[src/rtl/mutex_pkg.sv]
// -----------------------------------------------------------------------------
// mutex_pkg
// Shared definitions for the round-robin mutex arbiter:
//   - state_e  : arbiter FSM states (IDLE, GRANT, GAP)
//   - width_of : index/counter width helper that never returns zero, so that
//                degenerate sizes (e.g. a counter that only ever holds 0)
//                still produce a legal one-bit vector.
// -----------------------------------------------------------------------------
package mutex_pkg;

    typedef enum logic [1:0] {
        IDLE  = 2'd0,   // nobody holds the mutex
        GRANT = 2'd1,   // val[owner] is high
        GAP   = 2'd2    // one dead cycle between two tenures
    } state_e;

    // Bits needed to encode values 0..n-1, at least one bit.
    function automatic int unsigned width_of(input int unsigned n);
        return (n < 2) ? 1 : $clog2(n);
    endfunction

endpackage : mutex_pkg

[src/rtl/rr_pick.sv]
// -----------------------------------------------------------------------------
// rr_pick
// Combinational round-robin priority encoder. Returns the first set bit of
// eligible_i found when scanning upward from start_i and wrapping past N-1
// back to 0.
//
// Ports:
//   eligible_i [N-1:0] : candidate vector
//   start_i    [W-1:0] : index where the scan begins (highest priority)
//   found_o            : at least one candidate is set
//   index_o    [W-1:0] : winning index (don't care when found_o = 0)
// -----------------------------------------------------------------------------
module rr_pick
    import mutex_pkg::*;
#(
    parameter int unsigned N = 4,
    parameter int unsigned W = width_of(N)
) (
    input  logic [N-1:0] eligible_i,
    input  logic [W-1:0] start_i,
    output logic         found_o,
    output logic [W-1:0] index_o
);

    logic         found_hi;
    logic [W-1:0] index_hi;
    logic [W-1:0] index_lo;

    // Two comparisons replace the usual rotate: the lowest candidate at or
    // above start_i wins; failing that, the lowest candidate overall (the
    // wrapped part of the scan). Scanning downward lets the lowest index
    // overwrite any higher one.
    // NOTE: every variable assigned in always_comb gets a default on entry,
    // so no path can leave it unassigned and infer a latch.
    always_comb begin
        found_hi = 1'b0;
        index_hi = '0;
        index_lo = '0;
        for (int i = int'(N) - 1; i >= 0; i--) begin
            if (eligible_i[i]) begin
                index_lo = W'(i);
                if (W'(i) >= start_i) begin
                    index_hi = W'(i);
                    found_hi = 1'b1;
                end
            end
        end
    end

    assign found_o = |eligible_i;
    assign index_o = found_hi ? index_hi : index_lo;

endmodule : rr_pick

[src/rtl/mutex_rr.sv]
// -----------------------------------------------------------------------------
// mutex_rr
// Round-robin mutex arbiter with bounded tenure. Requesters raise a level
// request and hold it for as long as they need the resource. The grant is
// registered and one-hot. Every release is followed by one dead (GAP) cycle.
// A grantee that overstays HOLD_MAX cycles while someone else waits is
// forcibly released. It is then masked until it drops its request, so it
// cannot immediately grab the resource back.
//
// Parameters:
//   NREQ     : number of requesters (2..8)
//   HOLD_MAX : tenure limit in cycles when others wait (0 = unlimited)
//
// Ports:
//   clk            : clock, rising edge
//   srst           : synchronous active-high reset
//   req   [NREQ-1:0] : level requests
//   val   [NREQ-1:0] : registered one-hot grant, zero when free
//   owner          : index of the grantee, valid while busy
//   busy           : some val bit is high
//   preempt        : one-cycle pulse in the cycle a forced release is decided
// -----------------------------------------------------------------------------
module mutex_rr
    import mutex_pkg::*;
#(
    parameter int unsigned NREQ     = 4,
    parameter int unsigned HOLD_MAX = 256
) (
    input  logic                        clk,
    input  logic                        srst,
    input  logic [NREQ-1:0]             req,
    output logic [NREQ-1:0]             val,
    output logic [width_of(NREQ)-1:0]   owner,
    output logic                        busy,
    output logic                        preempt
);

    localparam int unsigned OW = width_of(NREQ);
    localparam int unsigned CW = width_of(HOLD_MAX + 1);

    localparam logic [OW-1:0] LAST_RST = OW'(NREQ - 1);
    localparam logic [CW-1:0] HOLD_LIM = CW'(HOLD_MAX);
    localparam logic [CW-1:0] HOLD_PRE = (HOLD_MAX == 0) ? '0 : CW'(HOLD_MAX - 1);

    state_e          state_q, state_d;
    logic [NREQ-1:0] val_q,   val_d;
    logic [OW-1:0]   owner_q, owner_d;
    logic [OW-1:0]   last_q,  last_d;
    logic [CW-1:0]   cnt_q,   cnt_d;
    logic [NREQ-1:0] mask_q,  mask_d;

    logic [NREQ-1:0] eligible;
    logic [OW-1:0]   start_idx;
    logic            pick_found;
    logic [OW-1:0]   pick_idx;
    logic            others_wait;
    logic            hold_hit;
    logic            preempt_c;

    // A requester masked by a forced release stays out of arbitration until
    // it has dropped its request at least once.
    assign eligible = req & ~mask_q;

    // In GRANT val_q is exactly the owner's bit, so this is "any other
    // eligible requester".
    assign others_wait = |(eligible & ~val_q);

    // The limit is reached at count HOLD_MAX-1. The count saturates above
    // that, so a waiter arriving later still triggers the release at once.
    assign hold_hit = (HOLD_MAX != 0) && (cnt_q >= HOLD_PRE);

    assign start_idx = (last_q == LAST_RST) ? '0 : last_q + 1'b1;

    rr_pick #(
        .N (NREQ),
        .W (OW)
    ) u_pick (
        .eligible_i (eligible),
        .start_i    (start_idx),
        .found_o    (pick_found),
        .index_o    (pick_idx)
    );

    always_comb begin
        state_d   = state_q;
        val_d     = val_q;
        owner_d   = owner_q;
        last_d    = last_q;
        cnt_d     = cnt_q;
        mask_d    = mask_q & req;   // mask bits clear when req is sampled low
        preempt_c = 1'b0;

        unique case (state_q)
            IDLE, GAP: begin
                val_d   = '0;
                state_d = IDLE;
                if (pick_found) begin
                    state_d         = GRANT;
                    val_d[pick_idx] = 1'b1;
                    owner_d         = pick_idx;
                    last_d          = pick_idx;
                    cnt_d           = '0;
                end
            end

            GRANT: begin
                if (!req[owner_q]) begin
                    state_d = GAP;
                    val_d   = '0;
                end else if (hold_hit && others_wait) begin
                    state_d         = GAP;
                    val_d           = '0;
                    preempt_c       = 1'b1;
                    mask_d[owner_q] = 1'b1;
                end else if (cnt_q != HOLD_LIM) begin
                    cnt_d = cnt_q + 1'b1;
                end
            end

            default: begin
                state_d = IDLE;
                val_d   = '0;
            end
        endcase
    end

    // NOTE: sequential state uses non-blocking assignments only, so every
    // register samples the values from before the edge regardless of order.
    always_ff @(posedge clk) begin
        if (srst) begin
            state_q <= IDLE;
            val_q   <= '0;
            owner_q <= '0;
            last_q  <= LAST_RST;
            cnt_q   <= '0;
            mask_q  <= '0;
        end else begin
            state_q <= state_d;
            val_q   <= val_d;
            owner_q <= owner_d;
            last_q  <= last_d;
            cnt_q   <= cnt_d;
            mask_q  <= mask_d;
        end
    end

    assign val     = val_q;
    assign owner   = owner_q;
    assign busy    = |val_q;
    assign preempt = preempt_c & ~srst;

endmodule : mutex_rr
[config.mk]
export PLATFORM = sky130hd
export DESIGN_NAME = mutex_rr
export DESIGN_NICKNAME = d
export VERILOG_FILES = /design/src/rtl/mutex_pkg.sv /design/src/rtl/rr_pick.sv /design/src/rtl/mutex_rr.sv
export SDC_FILE = /design/constraint.sdc
export NUM_CORES = 1
export LEC_CHECK = 0
export BUFFER_PORTS_ARGS = -buffer_cell sky130_fd_sc_hd__buf_2
export CELL_PAD_IN_SITES_DETAIL_PLACEMENT = 0
export CELL_PAD_IN_SITES_GLOBAL_PLACEMENT = 1
export CORE_ASPECT_RATIO = 0.7
export CORE_MARGIN = 2
export CORE_UTILIZATION = 46
export CTS_CLUSTER_DIAMETER = 80
export DETAILED_ROUTE_END_ITERATION = 10
export HOLD_SLACK_MARGIN = 0.1
export PLACE_DENSITY_LB_ADDON = 0.1
export SKIP_LAST_GASP = 1
export SLEW_MARGIN = 0
export SYNTH_ARGS = -nofsm -noshare
export SYNTH_HDL_FRONTEND = slang
export SYNTH_HIERARCHICAL = 1
export SYNTH_SLANG_ARGS = --single-unit
export TNS_END_PERCENT = 5
[constraint.sdc]
create_clock -name clk -period 4.4 [get_ports clk]
set_input_delay 0.22 -clock clk [delete_from_list [all_inputs] [get_ports clk]]
set_output_delay 0.22 -clock clk [all_outputs]
set_load 0.01 [all_outputs]
==> metrics list <==
- Status: finished clean
- Die X: 67.66 um
* Clock Sink Count: 23
- Cts-stage hold buffer count: 0
* Shortest clock period the worst path allows after layout: 2.559 ns
- After synthesis, the largest family of logic cells by area is simple AND/OR/NAND/NOR gates.
* Fmax achieved: 390.7 MHz
- Traced cell by cell, the critical path runs through ha_1 -> and3_1 -> ha_1 -> a311oi_4 -> or2_0 -> nor2_1 -> buf_2.
* Largest net degree at the start of global routing: 18
- For this run, the post-layout net count is 174.
- Setup repair after global routing missed its margin: false
- Worst endpoint required time: 4.18 ns
- Synthesized instance count: 150
- During placement, the flow inserted port buffers numbering 13.
* Transition at the pin with the smallest max-transition slack: 0.7014 ns
- Critical path peak fanout: 8
* Fraction of final layout cells with drive strength greater than 1: 0.1595
- Ranked by instance count, the synthesized netlist is headed by sky130_fd_sc_hd__dfxtp_1 (23), sky130_fd_sc_hd__nand2_1 (18), sky130_fd_sc_hd__inv_1 (11).
* Total Negative Setup Slacks: 0 ns
* Hold Path Class: in2reg
* Number of iterations in the first detailed-routing pass: 7
- Antenna violations before repair: 0
* Start-to-end type of the worst setup path: reg2out
* Number of synthesized flops with an enable pin: 0
- In the final routed layout, each cell accounts on average for 16.01 um.
- Total GRT Usage: 0.2137
- The number of failing hold endpoints at the final stage came to 0.
* Maximum capacitance violations: 0
* Synthesized area divided by synthesized cell count: 8.700 um^2
- The number of global-route vias before repair was 1,100.
* Placement Setup Slack: 2.008 ns
* Clk buf depth: 2
* Power spent charging and discharging nets: 0.1580 mW
* Source of the worst hold timing path: req[1]
* Drt initial violations: 138
- Via density per instance: 6.186
- Filler cells: 256
- Counting buffers and inverters, the worst setup path is 7 cells deep.
- STA puts the critical path data arrival time at 2.34 ns.
* Synthesized-area fraction occupied by and/or/nand/nor cells: 0.2982
* Internal power component: 0.3268 mW
- Cell type with the highest occurrence count on the critical path: sky130_fd_sc_hd__ha_1
- The complex-gate fraction of the synthesized area was 0.2502.
* R2R depth: 7
- The repair_antennas step left the layout with diodes totalling 0.
* Net switching fraction of the power: 0.3259
- Placed wire-length estimate after detailed placement: 2437 um
* Pins Over Slew Limit: 0
- Reg clk slew, reported paths: 0.09 ns
- Post-route DRC: 0
- The congestion estimate from routability-driven global placement came to 0.8553.
- Effective utilization at floorplan: 0.4758
- Largest area contributor in the netlist: sky130_fd_sc_hd__dfxtp_1
* Worst setup EP type: primary output
- Clock insertion delay at the later pin of the skew report: 0.27 ns
- Post-synthesis instance area: 0.001305 mm^2
- Cts bufs inserted: 3
* Delay of the slowest critical-path stage: 0.45 ns
- For this design the ratio of total power to cell area is 334.6 mW/mm^2.
- Sink of the worst hold path: mask_q[1]
- Vias post-DR: 1,231
- Async S/R FF share, synth: 0
* Share of total power in combinational logic: 0.227
* Number of H-tree levels: 1
* Antenna Nets Post-Route: 0
* Die area: 0.003286 mm^2
- TritonCTS clock tree: yes
* Cell types occupying the most area after synthesis: sky130_fd_sc_hd__dfxtp_1 (35%), sky130_fd_sc_hd__nand2_1 (5.2%), sky130_fd_sc_hd__a31oi_1 (4.3%)
- Post-route clock skew: 0.001221 ns
- After clock tree synthesis, the repair step resized 0 gates.
* Multiplexer share of the synthesized area: 0.01726
* Final worst setup slack: 1.841 ns
- First-pass GRT wire length: 5333 um
* Relative slew slack: 0.5292
- Summed over all layers, the global routing overflow is 0.
* Die Y-Extent: 48.57 um
* R2r startpoint: cnt_q[0]
* Worst path buffer plus inverter count: 1
* Dominant delay contributor by cell family on the critical path: simple AND/OR/NAND/NOR gates
* Count of buffers added by post-CTS timing repair for setup: 0
- In this run the count of I/O pins placed on the die edge is 14.
- Setup violations remaining at the end of the flow were counted as 0.
* Synth Area in Adders: 0.03835
- Of the synthesized area, sequential elements account for 0.3528.
- Mapped Nets: 160
* Share of power burned in registers: 0.487
- Final hold analysis gives a worst-case slack of 0.2278 ns.
* Category of the worst setup path launch point: flop
- Among all cell types in the netlist, the one instantiated most often is sky130_fd_sc_hd__dfxtp_1.
* Standard cell core area: 0.002743 mm^2
* Total number of yosys warnings: 6
- CTS Root Buffer Type: sky130_fd_sc_hd__clkbuf_8
- The routed design has 3185 um of wire.
- The endpoint identified for the worst register-to-register timing path is cnt_q[7].
- For this design the static power due to leakage is 0.5066 nW.
* Setup slack, reg-to-reg: 1.99 ns
* Flip-flop cell with the highest count after synthesis: sky130_fd_sc_hd__dfxtp_1
* Post-synthesis cell type count: 40
- Of the total synthesized cell area, the portion taken by XOR and XNOR cells is 0.
- The share of synthesized area in the top cell type comes to 0.3528.
- Synth Register Bits: 23
* Relative contribution of the clock network to total power: 0.286
- Worst hold path stage count: 2
* Worst-path cell with the longest stage delay: sky130_fd_sc_hd__or2_0
- Row generation in the floorplan step produced 16 rows.
- Dividing the final minimum period by the clock period gives 0.5817.
* Growth of design area from synthesis to finish: 11.03%
* Largest vdd supply drop: 0.0002381 V
worst register-to-register path, stage by stage, from the launching register on:
cell and delay [ns]:
sky130_fd_sc_hd__dfxtp_1 0.35, sky130_fd_sc_hd__ha_1 0.27, sky130_fd_sc_hd__and3_1 0.17, sky130_fd_sc_hd__ha_1 0.20, sky130_fd_sc_hd__a311oi_4 0.35, sky130_fd_sc_hd__nor3_2 0.12, sky130_fd_sc_hd__or4_1 0.50, sky130_fd_sc_hd__a2111oi_2 0.35
worst max path at each step:
| stage | endpoint | start |
|---|---|---|
| after floorplan | cnt_q[7] | cnt_q[0] |
| after global routing | preempt | cnt_q[0] |
| final | preempt | cnt_q[0] |
| after detailed placement | cnt_q[7] | cnt_q[0] |
| after global placement | cnt_q[7] | cnt_q[0] |
| after CTS | preempt | cnt_q[0] |
cells by family (layout without fill, tap and decap cells):
group,count (synthesis),in the layout
muxes,1,1
AOI/OAI and AO/OA,42,42
adders and majority gates,4,4
DFF,23,23
and+or+nand+nor,65,65
buffers and inverters,15,28
layer usage:
metal,part of all wire,vias to the layer above,GRT usage
met1,0.50,585,0.3367
met3,0.093,5,0.05814
met5,0,-,0
li1,-,591,-
met4,0.0035,0,0.04082
met2,0.41,50,0.2876
layout by cell type, fill, tap and decap left out, types with 2 or more instances in the layout:
cell,n
sky130_fd_sc_hd__o22ai_1,2
sky130_fd_sc_hd__nor3b_1,6
sky130_fd_sc_hd__nor2b_1,4
sky130_fd_sc_hd__clkbuf_8,3
sky130_fd_sc_hd__inv_1,11
sky130_fd_sc_hd__o21ai_0,4
sky130_fd_sc_hd__nor2_1,8
sky130_fd_sc_hd__a21oi_1,9
sky130_fd_sc_hd__o2bb2ai_1,2
sky130_fd_sc_hd__nand2b_1,6
sky130_fd_sc_hd__nand2_1,18
sky130_fd_sc_hd__and3_4,2
sky130_fd_sc_hd__or4_1,4
sky130_fd_sc_hd__buf_2,13
sky130_fd_sc_hd__nor4b_1,3
sky130_fd_sc_hd__dfxtp_1,23
sky130_fd_sc_hd__a31oi_1,9
sky130_fd_sc_hd__ha_1,4
sky130_fd_sc_hd__o211ai_1,4
sky130_fd_sc_hd__and3_1,2
sky130_fd_sc_hd__nand3_1,3
sky130_fd_sc_hd__o32ai_1,3
power by group through the flow:
| stage | Sequential [mW] | Clock, mW | Combinational [mW] |
|---|---|---|---|
| after floorplan | 0.239 | 0 | 0.0750 |
| after global placement | 0.240 | 0 | 0.106 |
| after detailed placement | 0.241 | 0 | 0.109 |
| after CTS | 0.236 | 0.141 | 0.109 |
| after global routing | 0.238 | 0.153 | 0.122 |
| final | 0.236 | 0.139 | 0.110 |
flip-flops by register name (all words and copies together), names as in the netlist:
register / flops
val: 4
mask_q: 4
cnt_q: 9
state_q: 2
owner: 2
last_q: 2
area by class of cell:
type / count / area [um^2] / area share
clock buffer: 3 / 41.29 / 0.02850
tap: 36 / 45.04 / 0.03109
sequential: 23 / 460.4 / 0.3178
multi-input combinational: 112 / 788.3 / 0.5440
clock inverter: 1 / 7.507 / 0.005181
timing repair buffer: 13 / 65.06 / 0.04490
inverter: 11 / 41.29 / 0.02850
through the flow:
stage | instances | utilization | area [um^2] | power, mW
3_3_place_gp | 195 | 0.5105 | 1400 | 0.3457
2_1_floorplan | 150 | - | 1305 | 0.3142
6_report | 199 | 0.5283 | 1449 | 0.4849
5_1_grt | 199 | 0.5283 | 1449 | 0.5132
4_1_cts | 199 | 0.5283 | 1449 | 0.4859
3_5_place_dp | 195 | 0.5105 | 1400 | 0.3495
No activity file was read; power rests on OpenSTA's default activity.
